[src/rtl/clkdiv_pkg.sv]
// Shared types and defaults for the multi-channel clock divider.
package clkdiv_pkg;

    localparam int unsigned CLKDIV_CNT_W       = 32;
    localparam int unsigned CLKDIV_DEFAULT_DIV = 25_000_000;

    typedef enum logic {
        MODE_TOGGLE,
        MODE_PULSE
    } clkdiv_mode_t;

    // Channel-select width; never zero so a single-channel build still has a port.
    function automatic int unsigned clkdiv_ch_w(input int unsigned num_ch);
        return (num_ch > 1) ? $clog2(num_ch) : 1;
    endfunction

endpackage

[src/rtl/multi_clock_div_if.sv]
// Control/status bundle between the divider and its consumers.
interface multi_clock_div_if
    import clkdiv_pkg::*;
#(
    parameter int unsigned NUM_CH = 4,
    parameter int unsigned CNT_W  = CLKDIV_CNT_W
) ();

    localparam int unsigned CH_W = clkdiv_ch_w(NUM_CH);

    logic [NUM_CH-1:0] enable;
    logic [NUM_CH-1:0] mode;
    logic              div_wr;
    logic [CH_W-1:0]   div_ch;
    logic [CNT_W-1:0]  div_value;
    logic              sync_clr;
    logic [NUM_CH-1:0] slow_clock;
    logic [NUM_CH-1:0] tick;

    modport master (
        output enable, mode, div_wr, div_ch, div_value, sync_clr,
        input  slow_clock, tick
    );

    modport slave (
        input  enable, mode, div_wr, div_ch, div_value, sync_clr,
        output slow_clock, tick
    );

endinterface

[src/rtl/clkdiv_channel.sv]
// One divider channel: counter, shadow/active divisor and registered tick/slow_clock outputs.
module clkdiv_channel
    import clkdiv_pkg::*;
#(
    parameter int unsigned CNT_W       = CLKDIV_CNT_W,
    parameter int unsigned DEFAULT_DIV = CLKDIV_DEFAULT_DIV
) (
    input  logic             i_clk,
    input  logic             i_rst_n,
    input  logic             i_enable,
    input  clkdiv_mode_t     i_mode,
    input  logic             i_wr,
    input  logic [CNT_W-1:0] i_wr_value,
    input  logic             i_sync_clr,
    output logic             o_slow_clock,
    output logic             o_tick
);

    localparam logic [CNT_W-1:0] RESET_DIV = CNT_W'(DEFAULT_DIV);

    logic [CNT_W-1:0] r_cnt, r_active, r_shadow;
    logic             r_slow, r_tick;
    clkdiv_mode_t     r_mode;

    logic [CNT_W-1:0] w_cnt_nxt, w_active_nxt, w_shadow_nxt;
    logic             w_slow_nxt, w_tick_nxt;
    clkdiv_mode_t     w_mode_nxt;
    logic             w_run, w_tc;

    assign w_run = i_enable && (r_active != '0);
    // >= rather than == so a divisor shrunk while stopped cannot strand cnt above the terminal value.
    assign w_tc  = (r_cnt >= (r_active - CNT_W'(1)));

    always_comb begin
        w_shadow_nxt = i_wr ? i_wr_value : r_shadow;
        w_cnt_nxt    = r_cnt;
        w_active_nxt = r_active;
        w_slow_nxt   = r_slow;
        w_tick_nxt   = 1'b0;
        w_mode_nxt   = r_mode;
        if (i_sync_clr) begin
            w_cnt_nxt    = '0;
            w_slow_nxt   = 1'b0;
            w_active_nxt = w_shadow_nxt;
        end else if (!w_run) begin
            w_active_nxt = w_shadow_nxt;
        end else if (w_tc) begin
            w_cnt_nxt    = '0;
            w_tick_nxt   = 1'b1;
            w_active_nxt = w_shadow_nxt;
            w_mode_nxt   = i_mode;
            w_slow_nxt   = (i_mode == MODE_PULSE) ? 1'b1 : ~r_slow;
        end else begin
            w_cnt_nxt = r_cnt + CNT_W'(1);
            // Mode latched at the last TC decides whether the high phase ends here.
            if (r_mode == MODE_PULSE) begin
                w_slow_nxt = 1'b0;
            end
        end
    end

    always_ff @(posedge i_clk or negedge i_rst_n) begin
        if (!i_rst_n) begin
            r_cnt    <= '0;
            r_active <= RESET_DIV;
            r_shadow <= RESET_DIV;
            r_slow   <= 1'b0;
            r_tick   <= 1'b0;
            r_mode   <= MODE_TOGGLE;
        end else begin
            r_cnt    <= w_cnt_nxt;
            r_active <= w_active_nxt;
            r_shadow <= w_shadow_nxt;
            r_slow   <= w_slow_nxt;
            r_tick   <= w_tick_nxt;
            r_mode   <= w_mode_nxt;
        end
    end

    assign o_slow_clock = r_slow;
    assign o_tick       = r_tick;

endmodule

[src/rtl/multi_clock_div.sv]
// NUM_CH independent clock dividers off CLOCK_50; top holds only write decode and sync fan-out.
module multi_clock_div
    import clkdiv_pkg::*;
#(
    parameter int unsigned NUM_CH      = 4,
    parameter int unsigned CNT_W       = CLKDIV_CNT_W,
    parameter int unsigned DEFAULT_DIV = CLKDIV_DEFAULT_DIV
) (
    input  logic              CLOCK_50,
    input  logic              rst_n,
    multi_clock_div_if.slave  bus
);

    localparam int unsigned CH_W = clkdiv_ch_w(NUM_CH);

    logic [NUM_CH-1:0] w_wr;
    logic [NUM_CH-1:0] w_slow;
    logic [NUM_CH-1:0] w_tick;

    for (genvar i = 0; i < NUM_CH; i++) begin : g_ch
        // Indices >= NUM_CH match no channel and are dropped.
        assign w_wr[i] = bus.div_wr && (bus.div_ch == CH_W'(i));

        clkdiv_channel #(
            .CNT_W       (CNT_W),
            .DEFAULT_DIV (DEFAULT_DIV)
        ) u_channel (
            .i_clk        (CLOCK_50),
            .i_rst_n      (rst_n),
            .i_enable     (bus.enable[i]),
            .i_mode       (clkdiv_mode_t'(bus.mode[i])),
            .i_wr         (w_wr[i]),
            .i_wr_value   (bus.div_value),
            .i_sync_clr   (bus.sync_clr),
            .o_slow_clock (w_slow[i]),
            .o_tick       (w_tick[i])
        );
    end

    assign bus.slow_clock = w_slow;
    assign bus.tick       = w_tick;

endmodule

[src/flat_wrapper.sv]
// flat-port wrapper written by rule: the top's interface ports become plain ports
module multi_clock_div_flat import clkdiv_pkg::*;
#(
    parameter int unsigned NUM_CH      = 4,
    parameter int unsigned CNT_W       = CLKDIV_CNT_W,
    parameter int unsigned DEFAULT_DIV = CLKDIV_DEFAULT_DIV
)
  (CLOCK_50, rst_n, bus_enable, bus_mode, bus_div_wr, bus_div_ch, bus_div_value, bus_sync_clr, bus_slow_clock, bus_tick);
  multi_clock_div_if #(.NUM_CH(NUM_CH), .CNT_W(CNT_W)) bus_i ();
  input  logic CLOCK_50;
  input  logic rst_n;
  input wire logic [$bits(bus_i.enable)-1:0] bus_enable;
  input wire logic [$bits(bus_i.mode)-1:0] bus_mode;
  input wire logic [$bits(bus_i.div_wr)-1:0] bus_div_wr;
  input wire logic [$bits(bus_i.div_ch)-1:0] bus_div_ch;
  input wire logic [$bits(bus_i.div_value)-1:0] bus_div_value;
  input wire logic [$bits(bus_i.sync_clr)-1:0] bus_sync_clr;
  output wire logic [$bits(bus_i.slow_clock)-1:0] bus_slow_clock;
  output wire logic [$bits(bus_i.tick)-1:0] bus_tick;
  assign bus_i.enable = bus_enable;
  assign bus_i.mode = bus_mode;
  assign bus_i.div_wr = bus_div_wr;
  assign bus_i.div_ch = bus_div_ch;
  assign bus_i.div_value = bus_div_value;
  assign bus_i.sync_clr = bus_sync_clr;
  assign bus_slow_clock = bus_i.slow_clock;
  assign bus_tick = bus_i.tick;
  multi_clock_div #(.NUM_CH(NUM_CH), .CNT_W(CNT_W), .DEFAULT_DIV(DEFAULT_DIV)) u_core (.CLOCK_50(CLOCK_50), .rst_n(rst_n), .bus(bus_i));
endmodule
[config.mk]
export PLATFORM = sky130hd
export DESIGN_NAME = multi_clock_div_flat
export DESIGN_NICKNAME = d
export VERILOG_FILES = /design/src/rtl/clkdiv_pkg.sv /design/src/rtl/multi_clock_div_if.sv /design/src/rtl/clkdiv_channel.sv /design/src/rtl/multi_clock_div.sv /design/src/flat_wrapper.sv
export SDC_FILE = /design/constraint.sdc
export NUM_CORES = 1
export LEC_CHECK = 0
export ABC_AREA = 1
export BUFFER_PORTS_ARGS = -buffer_cell sky130_fd_sc_hd__buf_2
export CAP_MARGIN = 20
export CORE_ASPECT_RATIO = 0.8
export CORE_MARGIN = 5
export CORE_UTILIZATION = 30
export DETAILED_ROUTE_END_ITERATION = 12
export GPL_TIMING_DRIVEN = 0
export PLACE_DENSITY = 0.45
export SLEW_MARGIN = 5
export SYNTH_ARGS = -nofsm -noshare
export SYNTH_HDL_FRONTEND = slang
export SYNTH_SLANG_ARGS = --single-unit
[constraint.sdc]
create_clock -name CLOCK_50 -period 5.9 [get_ports CLOCK_50]
set_input_delay 0.885 -clock CLOCK_50 [delete_from_list [all_inputs] [get_ports CLOCK_50]]
set_output_delay 0.885 -clock CLOCK_50 [all_outputs]
set_load 0.05 [all_outputs]
Word-level counts from Yosys, hierarchy flattened
Index checks and enable logic that the tools add are counted.

storage, ports and cells
  flip-flop bits (word level) = 396
  bits in latches = 0
  RAM bits = 0
  bits in read-only memories = 0
  input port bits = 46
  output and inout bits = 8
  logic and storage cells = 137
  memories kept = 0

operators by class
  add/sub/neg operators = 8
  multipliers = 0
  div/mod/pow operators = 0
  $lt $le $gt $ge = 4
  equal/unequal tests = 7
  shifts and indexed selects = 0
  multiplexer cells = 60
  bitwise operators = 5
  reductions and logical operators = 29

operator list
  operator               count
  $mux 32                28
  $add 32x1->32 const B  4
  $ge 32x32->1           4
  $reduce_bool 32->1     4
  $sub 32x1->32 const B  4
  $mux 1                 32
  $ne 3x2->1 const B     4
  $reduce_and 3->1       4
  $reduce_bool 3->1      4
  $logic_and 1x1->1      8
  $reduce_and 2->1       4
  $reduce_bool 2->1      4
  $not 1->1              5
  $eq 2x2->1 const B     2
  $eq 2x1->1 const B     1
  $logic_not 2->1        1

Depth between registers and ports, before layout
  depth after elaboration = 6
  depth in mapped cells = 23
  mapped depth without buffers = 22

By module
Synthesis repeated with hierarchy kept, for this count alone.

second synthesis, totals
  cells, all modules = 3151
  area, all modules = 25308.0 um2

modules (own cells, without submodules)
  module                                         instances  cells each  area an instance (um2)  seq. area each (um2)
  clkdiv_channel (u_core.g_ch[1].u_channel ...)  2          790         6279.8                  2507.4
  clkdiv_channel (u_core.g_ch[3].u_channel)      1          783         6468.7                  2507.4
  clkdiv_channel (u_core.g_ch[0].u_channel)      1          780         6249.7                  2507.4
  multi_clock_div                                1          8           30.0                    0.0

Worst setup path before layout
OpenSTA, ideal clock, no wires.

  path kind = reg-to-reg
  start point = register u_core.g_ch[0].u_channel.r_active[0]
  end point = register u_core.g_ch[0].u_channel.r_active[3]
  library setup time = 0.128 ns
  arrival = 2.927 ns
  data required time = 5.772 ns
  path slack = 2.845 ns
  cell stages (with the launch flop) = 21
  path buffers = 2
  period minus slack after synthesis = 3.055 ns
  path through = dfrtp_1 > inv_1 > ha_1 > nand3_1 > nor2_2 > nand4_2 > nor2_2 > nand2_2 > nor2_2 > nand2_1 > xor2_1 > ha_1 > nand2_1 > nor2_1 > nand4_1 > nor4_1 > nand2_1 > nand3_4 > buf_8 > buf_6 > o21ai_0

between the ends
  cells in the longest elaborated chain, start to end = 4
  elaborated cells between the ends (all ways) = 7
  classes of those cells = add/sub: 1; order compare: 1; eq/ne: 1; mux: 2; reduce/logical: 2

ends and longest elaborated chain
  element                                                RTL line              source
  from (decl)                                            clkdiv_channel.sv:21  logic [CNT_W-1:0] r_cnt, r_active, r_shadow;
  from (signal assigned)                                 clkdiv_channel.sv:72  r_active <= w_active_nxt;
  branches (longest 4 deep; another with $sub 32x1->32)  n/a

Several ways; the timed one is not identified.
A chain may end at the register's enable or synchronous reset.

Worst setup path in the final report
  start point = register u_core.g_ch[3].u_channel.r_active[0]
  end point = register u_core.g_ch[3].u_channel.r_active[26]

between the ends
  cells in the longest elaborated chain, start to end = 4
  elaborated cells between the ends (all ways) = 7
  classes of those cells = add/sub: 1; order compare: 1; eq/ne: 1; mux: 2; reduce/logical: 2

ends and longest elaborated chain
  element                                                RTL line
  from (decl)                                            clkdiv_channel.sv:21
  from (signal assigned)                                 clkdiv_channel.sv:72
  branches (longest 4 deep; another with $sub 32x1->32)  n/a

Several ways; the timed one is not identified.

==> results.txt <==
Outcome - finished clean
Detail Placement HPWL - 56.5 mm
PortBufs - 52
#FFs+latches synth - 396
Layout Skew - 39.4 ps
First DRT Iteration DRCs - 1,442
CTS Sinks - 396
Most used DFF post-synth - dfrtp_1
Via/cell ratio - 4.60
Final min period - 4060 ps
Pre-antenna DRT Iters - 8
Yosys top cell by area - dfrtp_1
Core Rows - 94
Bufs on Longest Clock Path - 3
CTS buffer count - 47
R2R Path End - u_core.g_ch[3].u_channel.r_active[26]$_DFFE_PN0P_
Static Leak - 13.2 nW
Final hold vios - 0
Peak supply drop - 0.000187 V
Achievable frequency - 246 MHz
Setup crit end kind - flop
Initial Utilization - 0.301
First-pass GRT wire length - 117 mm
Dominant cells by area after synthesis - dfrtp_1 (30%), nand2_1 (16%), dfstp_2 (10%)
Actual slew at the worst max-slew pin - 778 ps
Syn Nets - 3,418
Share of synthesized registers carrying an async set or reset - 1.00
Final #Nets - 3,523
Crit path arrival time - 4620 ps
Final Util - 0.343
Die area - 0.0881 mm^2
Clock slew at the register clock pins of the worst setup and hold paths - 60 ps
Yosys cell types - 45
DR WL/cell - 16.5 um
Setup slack, reg-to-reg - 1840 ps
Clk_lat worst skew - 630 ps
Ports - 54
Layout cells sized above 1 - 0.116
Pin count of the biggest net entering global routing - 99
Area Growth Syn to Fin - 13.7%
Critical Path RT - 6460 ps
Syn Area/Cell - 7.63 um^2
Routed vias - 20,600
Htree depth - 2
Setup TNS after final layout - 0 ps
Die height - 267 um
Post-CTS resize count - 0
Final setup viols - 0
Post-CTS Hold Buffers - 0
Number of global-route vias before repair - 19,900
Slew headroom - 0.478
Placeable Area - 0.0819 mm^2
DP Area - 0.0264 mm^2
Cells after synthesis - 3,232
Cell area power density - 279 mW/mm^2
Yosys warns - 0
Setup ws final - 1840 ps
Critical path class - reg2reg
Min-Delay Path Class - in2async
CTS tree - yes
Final max-slew violation count - 0
Number of fill cells - 8,952
WL final - 73.9 mm
Synth top area share - 0.304
RR Startpoint - u_core.g_ch[3].u_channel.r_active[0]$_DFFE_PN0P_
Worst reg2reg path depth - 19
Top-count cell post-synth - nand2_1
Commonest cells post-synth - nand2_1 (1,057), nor2_1 (334), dfrtp_1 (300)
ANT nets after route - 0
Pre-CTS setup slack - 1900 ps
Tcrit/Tclk final - 0.688
Placer Congestion - 0.863
Tot GR Track Use - 0.168
Post-CTS setup buffer count - 0
Mapped Area - 0.0247 mm^2
Max FO, Critical Path - 10
DR DRC count - 0
Critical path startpoint - u_core.g_ch[3].u_channel.r_active[0]$_DFFE_PN0P_
RSZ-0062 raised after global routing - false
Post-synthesis sequential area ratio - 0.406
Crit start category - flop
Max-cap viol count - 0
Die width - 331 um
Initial antenna violation count - 7
Fin area - 0.0281 mm^2
EDFF count, synth - 0
Total gr overflow - 0
CTS root buf - clkbuf_16
-- per-layer routing --
metal,up-vias,global-route usage,share of wire
met3,75,0.0295,0.053
met2,370,0.227,0.38
met5,-,0,0
met4,0,0.0325,0.016
met1,9618,0.275,0.55
li1,10600,-,-
-- power breakdown --
part	switching, mW	leakage (nW)	internal (mW)
sequential	0.250	4.96	3.09
combinational	0.921	7.44	0.498
clock	1.29	0.784	1.79
-- worst max-delay path by stage --
stage	endpoint	slack, ps
after floorplan	u_core.g_ch[0].u_channel.r_active[3]$_DFFE_PN0P_	2850
after global placement	u_core.g_ch[0].u_channel.r_cnt[9]$_DFFE_PN0P_	-4770
after detailed placement	u_core.g_ch[3].u_channel.r_active[26]$_DFFE_PN0P_	1900
after CTS	u_core.g_ch[3].u_channel.r_active[26]$_DFFE_PN0P_	1870
after global routing	u_core.g_ch[3].u_channel.r_active[28]$_DFFE_PN0P_	1500
final	u_core.g_ch[3].u_channel.r_active[26]$_DFFE_PN0P_	1840
-- state kept, by name, indices dropped and copies added (netlist names) --
register and cells:
u_core.g_ch.u_channel.r_active 128, u_core.g_ch.u_channel.r_mode 4, u_core.g_ch.u_channel.o_slow_clock 4, u_core.g_ch.u_channel.r_cnt 128, u_core.g_ch.u_channel.o_tick 4, u_core.g_ch.u_channel.r_shadow 128
-- stage by stage --
stage | power, mW | std cells | hold slack, ps
after CTS | 7.96 | 4480 | 227
after global routing | 8.31 | 4480 | 261
after detailed placement | 4.83 | 4392 | 457
after global placement | 4.81 | 4388 | 463
final | 7.84 | 4482 | 229
after floorplan | 4.34 | 3232 | 434
-- kinds of logic after synthesis --
kind of cell | synth area share
compound gates | 0.0648
xor+xnor | 0.0795
flops | 0.406
buf+inv | 0.0630
simple gates | 0.315
fa+ha+maj | 0.0710
-- placed cells by master (no fill, tap or decap), types with 9 or more instances in the layout --
master,n
nor2_1,334
clkbuf_1,52
a21oi_1,45
clkinv_2,9
buf_4,20
dfrtp_1,300
nor3_1,58
nor2_2,20
buf_2,83
xor2_1,144
clkbuf_16,48
o21ai_1,9
o21ai_2,29
nand4_1,45
nand2_1,1057
dfstp_2,96
nand3_1,187
nand3b_1,55
a21o_1,9
ha_1,140
o21ai_0,172
inv_1,258
xnor2_1,80
nand2_2,25
-- cell type report --
type                       count  area (um^2)  share of cell area
buffer                       102          552              0.0197
timing repair buffer          56          380              0.0136
multi-input combinational   2467        13100               0.467
sequential                   396        10000               0.357
inverter                     267         1000              0.0357
clock buffer                  67         1350              0.0482
tap                         1104         1380              0.0492
antenna                        2         5.00            0.000178
clock inverter                21          263             0.00937
-- critical path, cell delays in order, from the launching register on --
cell and delay, ps:
dfrtp_1 430, inv_1 150, ha_1 230, nand2_1 150
nor2_2 260, nand4_1 190, nor2_1 230, nand4_1 180
xor2_1 190, ha_1 280, nand2_1 90, nor2_1 60
nand4_1 100, a21oi_1 70, nor2_1 190, nand2_1 140
inv_2 260, clkbuf_1 510, nand3_1 160, nand2_1 100
(Power assumes the default switching activity.)
